## config.mk

```make
export PLATFORM = sky130hd
export DESIGN_NAME = eq_serial_cmp_ctrl_amisha
export DESIGN_NICKNAME = d
export VERILOG_FILES = /design/src/rtl/eq_serial_cmp_ctrl_amisha_pkg.sv /design/src/rtl/eq_serial_cmp_ctrl_amisha_eq1_bit.sv /design/src/rtl/eq_serial_cmp_ctrl_amisha.sv
export SDC_FILE = /design/constraint.sdc
export NUM_CORES = 1
export LEC_CHECK = 0
export ABC_AREA = 1
export CORE_MARGIN = 5
export CORE_UTILIZATION = 49
export DETAILED_ROUTE_END_ITERATION = 8
export GPL_TIMING_DRIVEN = 0
export MAX_ROUTING_LAYER = met4
export PLACE_DENSITY = 0.84
export SLEW_MARGIN = 20
export SYNTH_ARGS = -nofsm -noshare
export SYNTH_HDL_FRONTEND = slang
export SYNTH_SLANG_ARGS = --single-unit
```

## constraint.sdc

```tcl
create_clock -name clk_amisha -period 2.6 [get_ports clk_amisha]
set_input_delay 0.26 -clock clk_amisha [delete_from_list [all_inputs] [get_ports clk_amisha]]
set_output_delay 0.26 -clock clk_amisha [all_outputs]
set_load 0.1 [all_outputs]
```

## src/rtl/eq_serial_cmp_ctrl_amisha_pkg.sv

```systemverilog
// Shared definitions for the bit-serial equality controller:
// FSM state type, default operand width and index-width helper.
package eq_serial_pkg_amisha;

  typedef enum logic [1:0] {
    ST_IDLE = 2'd0,
    ST_SCAN = 2'd1,
    ST_DONE = 2'd2
  } state_t;

  localparam int unsigned WIDTH_DEFAULT = 8;

  // Width of a bit index into a w-bit operand; never narrower than one bit.
  function automatic int unsigned idxw_f(input int unsigned w);
    return (w <= 1) ? 1 : $clog2(w);
  endfunction

endpackage

```

## src/rtl/eq_serial_cmp_ctrl_amisha_eq1_bit.sv

```systemverilog
// Combinational 1-bit equality cell (XNOR of the two input bits).
module eq1_bit_amisha (
  input  logic a_bit_amisha,
  input  logic b_bit_amisha,
  output logic eq_bit_amisha
);

  assign eq_bit_amisha = ~(a_bit_amisha ^ b_bit_amisha);

endmodule

```

## src/rtl/eq_serial_cmp_ctrl_amisha.sv

```systemverilog
// LSB-first bit-serial equality controller around a single shared 1-bit
// equality cell. Reports whole-word equality and the lowest mismatching
// bit index under a start/done handshake.
// Optional feature macro: EQ_SERIAL_EARLY_EXIT_EN -- leave SCAN on the
// first mismatching bit instead of always scanning all WIDTH bits.
module eq_serial_cmp_ctrl_amisha
  import eq_serial_pkg_amisha::*;
#(
  parameter int unsigned WIDTH = WIDTH_DEFAULT
) (
  input  logic                            clk_amisha,
  input  logic                            rst_n_amisha,
  input  logic                            start_amisha,
  input  logic [WIDTH-1:0]                a_amisha,
  input  logic [WIDTH-1:0]                b_amisha,
  output logic                            busy_amisha,
  output logic                            done_amisha,
  output logic                            eq_amisha,
  output logic [idxw_f(WIDTH)-1:0]        mismatch_idx_amisha
);

  localparam int unsigned IDXW = idxw_f(WIDTH);
  localparam logic [IDXW-1:0] LAST_IDX = IDXW'(WIDTH - 1);

  state_t            state_q, state_d;
  logic [WIDTH-1:0]  a_q, a_d;
  logic [WIDTH-1:0]  b_q, b_d;
  logic [IDXW-1:0]   cnt_q, cnt_d;
  logic              run_eq_q, run_eq_d;
  logic [IDXW-1:0]   rec_idx_q, rec_idx_d;
  logic              eq_q, eq_d;
  logic [IDXW-1:0]   idx_q, idx_d;
  logic              done_q, done_d;

  logic              bit_eq;
  logic              last_bit;
  logic              first_mm;
  logic              scan_exit;

  // The only comparison hardware: one cell fed with the current bit.
  eq1_bit_amisha u_eq1 (
    .a_bit_amisha  (a_q[cnt_q]),
    .b_bit_amisha  (b_q[cnt_q]),
    .eq_bit_amisha (bit_eq)
  );

  assign last_bit = (cnt_q == LAST_IDX);
  assign first_mm = run_eq_q & ~bit_eq;

`ifdef EQ_SERIAL_EARLY_EXIT_EN
  assign scan_exit = last_bit | ~bit_eq;
`else
  assign scan_exit = last_bit;
`endif

  // Next-state, datapath and result computation.
  always_comb begin
    state_d   = state_q;
    a_d       = a_q;
    b_d       = b_q;
    cnt_d     = cnt_q;
    run_eq_d  = run_eq_q;
    rec_idx_d = rec_idx_q;
    eq_d      = eq_q;
    idx_d     = idx_q;
    done_d    = 1'b0;
    unique case (state_q)
      ST_IDLE: begin
        if (start_amisha) begin
          state_d   = ST_SCAN;
          a_d       = a_amisha;
          b_d       = b_amisha;
          cnt_d     = '0;
          run_eq_d  = 1'b1;
          rec_idx_d = '0;
          eq_d      = 1'b0;
          idx_d     = '0;
        end
      end
      ST_SCAN: begin
        run_eq_d = run_eq_q & bit_eq;
        if (first_mm) rec_idx_d = cnt_q;
        // Counter saturates at the last bit rather than wrapping.
        if (!last_bit) cnt_d = cnt_q + 1'b1;
        // Result registers take the values that include this cycle's bit.
        if (scan_exit) begin
          state_d = ST_DONE;
          done_d  = 1'b1;
          eq_d    = run_eq_d;
          idx_d   = rec_idx_d;
        end
      end
      ST_DONE: state_d = ST_IDLE;
      default: state_d = ST_IDLE;
    endcase
  end

  // State and datapath registers with asynchronous active-low reset.
  always_ff @(posedge clk_amisha or negedge rst_n_amisha) begin
    if (!rst_n_amisha) begin
      state_q   <= ST_IDLE;
      a_q       <= '0;
      b_q       <= '0;
      cnt_q     <= '0;
      run_eq_q  <= 1'b0;
      rec_idx_q <= '0;
      eq_q      <= 1'b0;
      idx_q     <= '0;
      done_q    <= 1'b0;
    end else begin
      state_q   <= state_d;
      a_q       <= a_d;
      b_q       <= b_d;
      cnt_q     <= cnt_d;
      run_eq_q  <= run_eq_d;
      rec_idx_q <= rec_idx_d;
      eq_q      <= eq_d;
      idx_q     <= idx_d;
      done_q    <= done_d;
    end
  end

  assign busy_amisha         = (state_q != ST_IDLE);
  assign done_amisha         = done_q;
  assign eq_amisha           = eq_q;
  assign mismatch_idx_amisha = idx_q;

endmodule

```

==> flow_metrics.env, run 1 <==
export IMPL_ir_drop_mv=0.477
export IMPL_start_util_pct=51.8
export IMPL_num_antenna_cells=0
export IMPL_rsz0062_at_grt="false"
export IMPL_max_freq_mhz=464
export IMPL_fin_setup_tns_ps=0
export IMPL_power_density_nw_per_um2=1220
export IMPL_routed_top_layer="met4"
export IMPL_p_leak_nw=0.923
export IMPL_drc=0
export IMPL_status="completed"
export IMPL_crit_family="buffers and inverters"
export IMPL_row_count=19
export IMPL_place_gp_congestion=0.817
export IMPL_ys_ff_latch=30
export IMPL_synth_nets=207
export IMPL_port_buffers=24
export IMPL_yosysUniqueCellTypes=16
export IMPL_hpwlAfterDp_mm=2.02
export IMPL_route_met2_wl_mm=1.31
export IMPL_path_buf_inv=2
export IMPL_grt_usage_pct=15.8
export IMPL_required_ps=2340
export IMPL_cts_setup_buffers=0
export IMPL_antenna_found_initial=0
export IMPL_clockRootBuffer="clkbuf_4"
export IMPL_r2r_end="mismatch_idx_amisha[0]"
export IMPL_drtIter0Drc=53
export IMPL_path_class="flip-flop to output pin"
export IMPL_ys_seq_area_share_pct=51.6
export IMPL_drv_cap=0
export IMPL_hold_ws_ps=476
export IMPL_vias=1247
export IMPL_startpoint_type="flip-flop"
export IMPL_m1WireLength_mm=1.27
export IMPL_cpPeakStageDelay_ps=1120
export IMPL_worstMarginPinSlew_ps=965
export IMPL_vias_per_cell=5.01
export IMPL_cp_end_kind="output pin"
export IMPL_core_um2=2810
export IMPL_insertion_delay_ps=330
export IMPL_crit_fanout=2
export IMPL_numCtsBuffers=5
export IMPL_arrival_ps=1890
export IMPL_final_cell_mix="nand2_1, dfrtp_1, nand3_1, inv_1, clkdlybuf4s50_1"
export IMPL_htreeDepth=2
export IMPL_final_common_cell="nand2_1"
export IMPL_grt_pass1_vias=1183
export IMPL_grt_pass1_wl_mm=5.01
export IMPL_path_clk_slew_ps=90
export IMPL_final_min_clock_period_ps=2150
export IMPL_post_drt_wl_per_cell_um=11.2
export IMPL_avgSynthCellArea_um2=7.82
export IMPL_drive_above_1_share_pct=8.72
export IMPL_r2r_slack_ps=880
export IMPL_fin_crit_sh_pct=82.9
export IMPL_critPathLaunch="state_q[0]"
export IMPL_num_fill_cells=249
export IMPL_wl_met3_um=158
export IMPL_ys_warnings_count=0
export IMPL_synth_area_um2=1450
export IMPL_drv_slew=0
export IMPL_grt_max_degree=31
export IMPL_first_pass_iters=4
export IMPL_nets=239
export IMPL_fin_area_um2=1780
export IMPL_die_h_um=64.5
export IMPL_setup_viol_count_final=0
export IMPL_clockBufferDepth=2
export IMPL_final_hold_viol_count=0
export IMPL_synth_top_area_cell="dfrtp_1"
export IMPL_relSlewSlack_pct=35.5
export IMPL_skew_ps=6.78
export IMPL_synthCells=186
export IMPL_dieArea_um2=4160
export IMPL_synth_top_area_share_pct=51.6
export IMPL_timing_rr_start="cnt_q[1]"
export IMPL_synth_area_leaders="dfrtp_1, nand2_1, nand3_1"
export IMPL_die_x_um=64.5
export IMPL_antenna_left=0
export IMPL_postRouteWirelength_mm=2.79
export IMPL_gr_total_overflow=0
export IMPL_r2r_cells=8
export IMPL_cts_tree="built"
export IMPL_hold_path_class="primary input to async pin"
export IMPL_placed_area_um2=1730
export IMPL_area_growth_pct=22.6
export IMPL_cts_sinks=30
export IMPL_cp_slowest_cell="clkdlybuf4s50_1"
export IMPL_cp_cell_sequence="nor2_1 -> inv_1 -> clkdlybuf4s50_1"
export IMPL_ios=25
==> layer usage <==
metal  vias up  track usage (%)
li1        642                -
met1       570             18.5
met2        30             25.8
met3         5             5.01
met4         0             5.54
met5         -                -
==> state kept, by name, indices dropped and copies added, names as in the netlist <==
register             flops
run_eq_q                 1
a_q                      8
done_amisha              1
rec_idx_q                3
b_q                      8
eq_amisha                1
mismatch_idx_amisha      3
state_q                  2
cnt_q                    3
==> stage by stage <==
stage	utilization, %	total power [W]	worst slack, ps	cells
final	63.6	0.00218	446	249
after floorplan	-	0.00168	1110	186
after global placement	61.8	0.00191	793	241
after global routing	63.6	0.00238	365	249
after CTS	63.6	0.00219	421	249
after detailed placement	61.6	0.00193	788	241
==> final cells by class <==
type / instances / area (um2) / area share, %
Multi-Input combinational cell: 126 / 576 / 32.3
Inverter: 25 / 98.8 / 5.54
Sequential cell: 30 / 751 / 42.1
Tap cell: 31 / 38.8 / 2.18
Timing Repair Buffer: 25 / 245 / 13.8
Clock buffer: 7 / 45.0 / 2.53
Buffer: 5 / 28.8 / 1.61
==> worst max-delay path by stage <==
stage,endpoint,slack [ps],cells past startpoint
global placement,busy_amisha,790,3
CTS,busy_amisha,420,3
floorplan,mismatch_idx_amisha[0],1110,8
detailed placement,busy_amisha,790,3
global route,busy_amisha,360,3
finish,busy_amisha,450,3
==> cell usage after synthesis (all sizes together) <==
cell type and instances:
inv 25, ha 2, nand3 25, o21ai 21
nor2 5, clkbuf 2, buf 3, nand2 73
dfrtp 30
==> where the power goes <==
| part | leakage (nW) | internal (W) | switching [W] |
|---|---|---|---|
| Combinational | 0.519 | 0.000379 | 0.000792 |
| Clock | 0.0254 | 0.000102 | 0.000150 |
| Sequential | 0.379 | 0.000657 | 0.0000950 |
| Total | 0.923 | 0.00114 | 0.00104 |
==> logic make-up (layout without fill, tap and decap cells) <==
| kind of cell | after synthesis | after routing | synth area share [%] |
|---|---|---|---|
| simple gates | 103 | 103 | 30.6 |
| compound gates | 21 | 21 | 7.23 |
| buf+inv | 30 | 62 | 8.78 |
| flops | 30 | 30 | 51.6 |
| fa+ha+maj | 2 | 2 | 1.72 |
==> what timing repair did <==
item | in CTS | in global routing
endpoints found under the hold margin | 30 | 0
resized for setup | 0 | 0
hold buffers | 1 | 0
==> worst register-to-register path: cells and delay by family, from the launching register on <==
family	cells	cell delay (ps)
flip-flops	1	480
AND/OR/NAND/NOR	4	490
buffers and inverters	2	230
adder cells (fa/ha/maj)	2	420
Note: power is estimated with default switching activity, not from simulation.
==> run 2: changes to the inputs <==
- clock period: 2.6 -> 2.1 ns (I/O delays scaled with it)
==> run 2 against run 1 <==
Cell count unchanged. Via count stayed put. Sequential share of layout area about the same. First-iteration DRC count is the same. Cell area hardly changed. Hold slack worse by 50 ps. Non-clock buffer count unchanged. Combinational power up 23%. Critical path type unchanged. Critical endpoint is now mismatch_idx_amisha[0]. Largest cell class unchanged. Highest routed layer unchanged.
==> flow_metrics.env, run 2 (synthesized netlist as in run 1, its figures left out) <==
export IMPL_hpwlAfterDp_mm=2.02
export IMPL_path_class="flip-flop to output pin"
export IMPL_ir_drop_mv=0.590
export IMPL_vias=1247
export IMPL_required_ps=1890
export IMPL_row_count=19
export IMPL_startpoint_type="flip-flop"
export IMPL_gr_total_overflow=0
export IMPL_die_h_um=64.5
export IMPL_start_util_pct=51.8
export IMPL_die_x_um=64.5
export IMPL_p_switching_w=0.00128
export IMPL_area_growth_pct=22.5
export IMPL_final_hold_viol_count=0
export IMPL_clockRootBuffer="clkbuf_4"
export IMPL_dieArea_um2=4160
export IMPL_p_comb_share_pct=53.7
export IMPL_clockBufferDepth=2
export IMPL_grt_pass1_wl_mm=5.01
export IMPL_crit_family="buffers and inverters"
export IMPL_seqPwrFrac_pct=34.7
export IMPL_numCtsBuffers=5
export IMPL_core_um2=2810
export IMPL_htreeDepth=2
export IMPL_final_cell_mix="nand2_1, dfrtp_1, nand3_1, inv_1, clkdlybuf4s50_1"
export IMPL_cpPeakStageDelay_ps=1130
export IMPL_reg_top3="a_q x8, b_q x8"
export IMPL_grt_pass1_vias=1183
export IMPL_drive_above_1_share_pct=8.72
export IMPL_switching_share_pct=47.8
export IMPL_crit_fanout=2
export IMPL_cp_cell_sequence="clkdlybuf4s50_1"
export IMPL_rsz0062_at_grt="false"
export IMPL_cts_tree="built"
export IMPL_antenna_found_initial=0
export IMPL_final_min_clock_period_ps=2030
export IMPL_drtIter0Drc=53
export IMPL_fin_setup_tns_ps=0
export IMPL_cts_setup_buffers=0
export IMPL_preCtsSetupSlack_ps=338
export IMPL_post_drt_wl_per_cell_um=11.2
export IMPL_ios=25
export IMPL_path_buf_inv=1
export IMPL_final_common_cell="nand2_1"
export IMPL_cts_sinks=30
export IMPL_insertion_delay_ps=330
export IMPL_p_leak_nw=0.923
export IMPL_setup_viol_count_final=0
export IMPL_port_buffers=24
export IMPL_max_freq_mhz=493
export IMPL_num_antenna_cells=0
export IMPL_nets=239
export IMPL_path_clk_slew_ps=90
export IMPL_drv_cap=0
export IMPL_status="completed"
export IMPL_drv_slew=0
export IMPL_hold_path_class="primary input to async pin"
export IMPL_worstMarginPinSlew_ps=964
export IMPL_vias_per_cell=5.01
export IMPL_cp_end_kind="output pin"
export IMPL_power_density_nw_per_um2=1510
export IMPL_relSlewSlack_pct=35.5
export IMPL_grt_max_degree=31
export IMPL_skew_ps=6.78
export IMPL_postRouteWirelength_mm=2.79
export IMPL_fin_crit_sh_pct=96.6
export IMPL_arrival_ps=1820
export IMPL_drc=0
export IMPL_fin_ws_ps=70.8
export IMPL_place_gp_congestion=0.817
export IMPL_cp_slowest_cell="clkdlybuf4s50_1"
export IMPL_clock_power_share_pct=11.6
export IMPL_p_int_w=0.00140
export IMPL_first_pass_iters=4
export IMPL_antenna_left=0
export IMPL_num_fill_cells=250
export IMPL_total_power_w=0.00269
export IMPL_grt_usage_pct=15.8
run 2: cell types whose count changed in the layout (fill, tap and decap cells not counted):
cell	delta
dlygate4sd2_1	+1
clkdlybuf4s50_1	-1
run 2: metal layers:
metal / track usage [%] / wire, um / vias up
met5: - / 0 / -
met4: 5.54 / 49 / 0
met3: 5.01 / 158 / 5
met2: 25.8 / 1310 / 30
met1: 18.5 / 1270 / 570
li1: - / - / 642
run 2: power groups by stage:
stage	logic (W)	clock network (W)	registers, W
after floorplan	0.000996	0	0.00108
after global placement	0.00143	0	0.000934
after detailed placement	0.00145	0	0.000944
after CTS	0.00146	0.000316	0.000932
after global routing	0.00164	0.000342	0.000959
final	0.00144	0.000312	0.000931
run 2: final timing paths:
kind	start	endpoint	slack [ps]	cells after the start
worst max-delay path	mismatch_idx_amisha[0]	mismatch_idx_amisha[0]	70	1
worst min-delay path	rst_n_amisha	a_q[2]	430	2
worst max register to register	cnt_q[1]	mismatch_idx_amisha[0]	380	8
worst min register to register	mismatch_idx_amisha[1]	mismatch_idx_amisha[1]	490	2
max in group asynchronous	rst_n_amisha	mismatch_idx_amisha[2]	1260	2
min in group clk_amisha	b_amisha[5]	b_q[5]	440	3
run 2: area by class of cell:
type                       instances  area [um2]  share of cell area, %
multi-input combinational        126         576                   32.3
tap                               31        38.8                   2.18
buffer                             5        28.8                   1.62
timing repair buffer              25         244                   13.7
clock buffer                       7        45.0                   2.53
inverter                          25        98.8                   5.55
sequential                        30         751                   42.1
run 2: what timing repair did:
action | CTS | global route
hold endpoints to repair | 30 | 0
resized for setup | 1 | 0
hold buffers | 1 | 0
setup endpoints to repair | 1 | 0
run 2: through the flow:
step	std cells	hold WS, ps	utilization (%)	instance area [um2]
after floorplan	186	-85.6	-	1450
after global placement	241	464	61.8	1730
after detailed placement	241	274	61.6	1730
after CTS	249	433	63.5	1780
after global routing	249	433	63.5	1780
final	249	426	63.5	1780
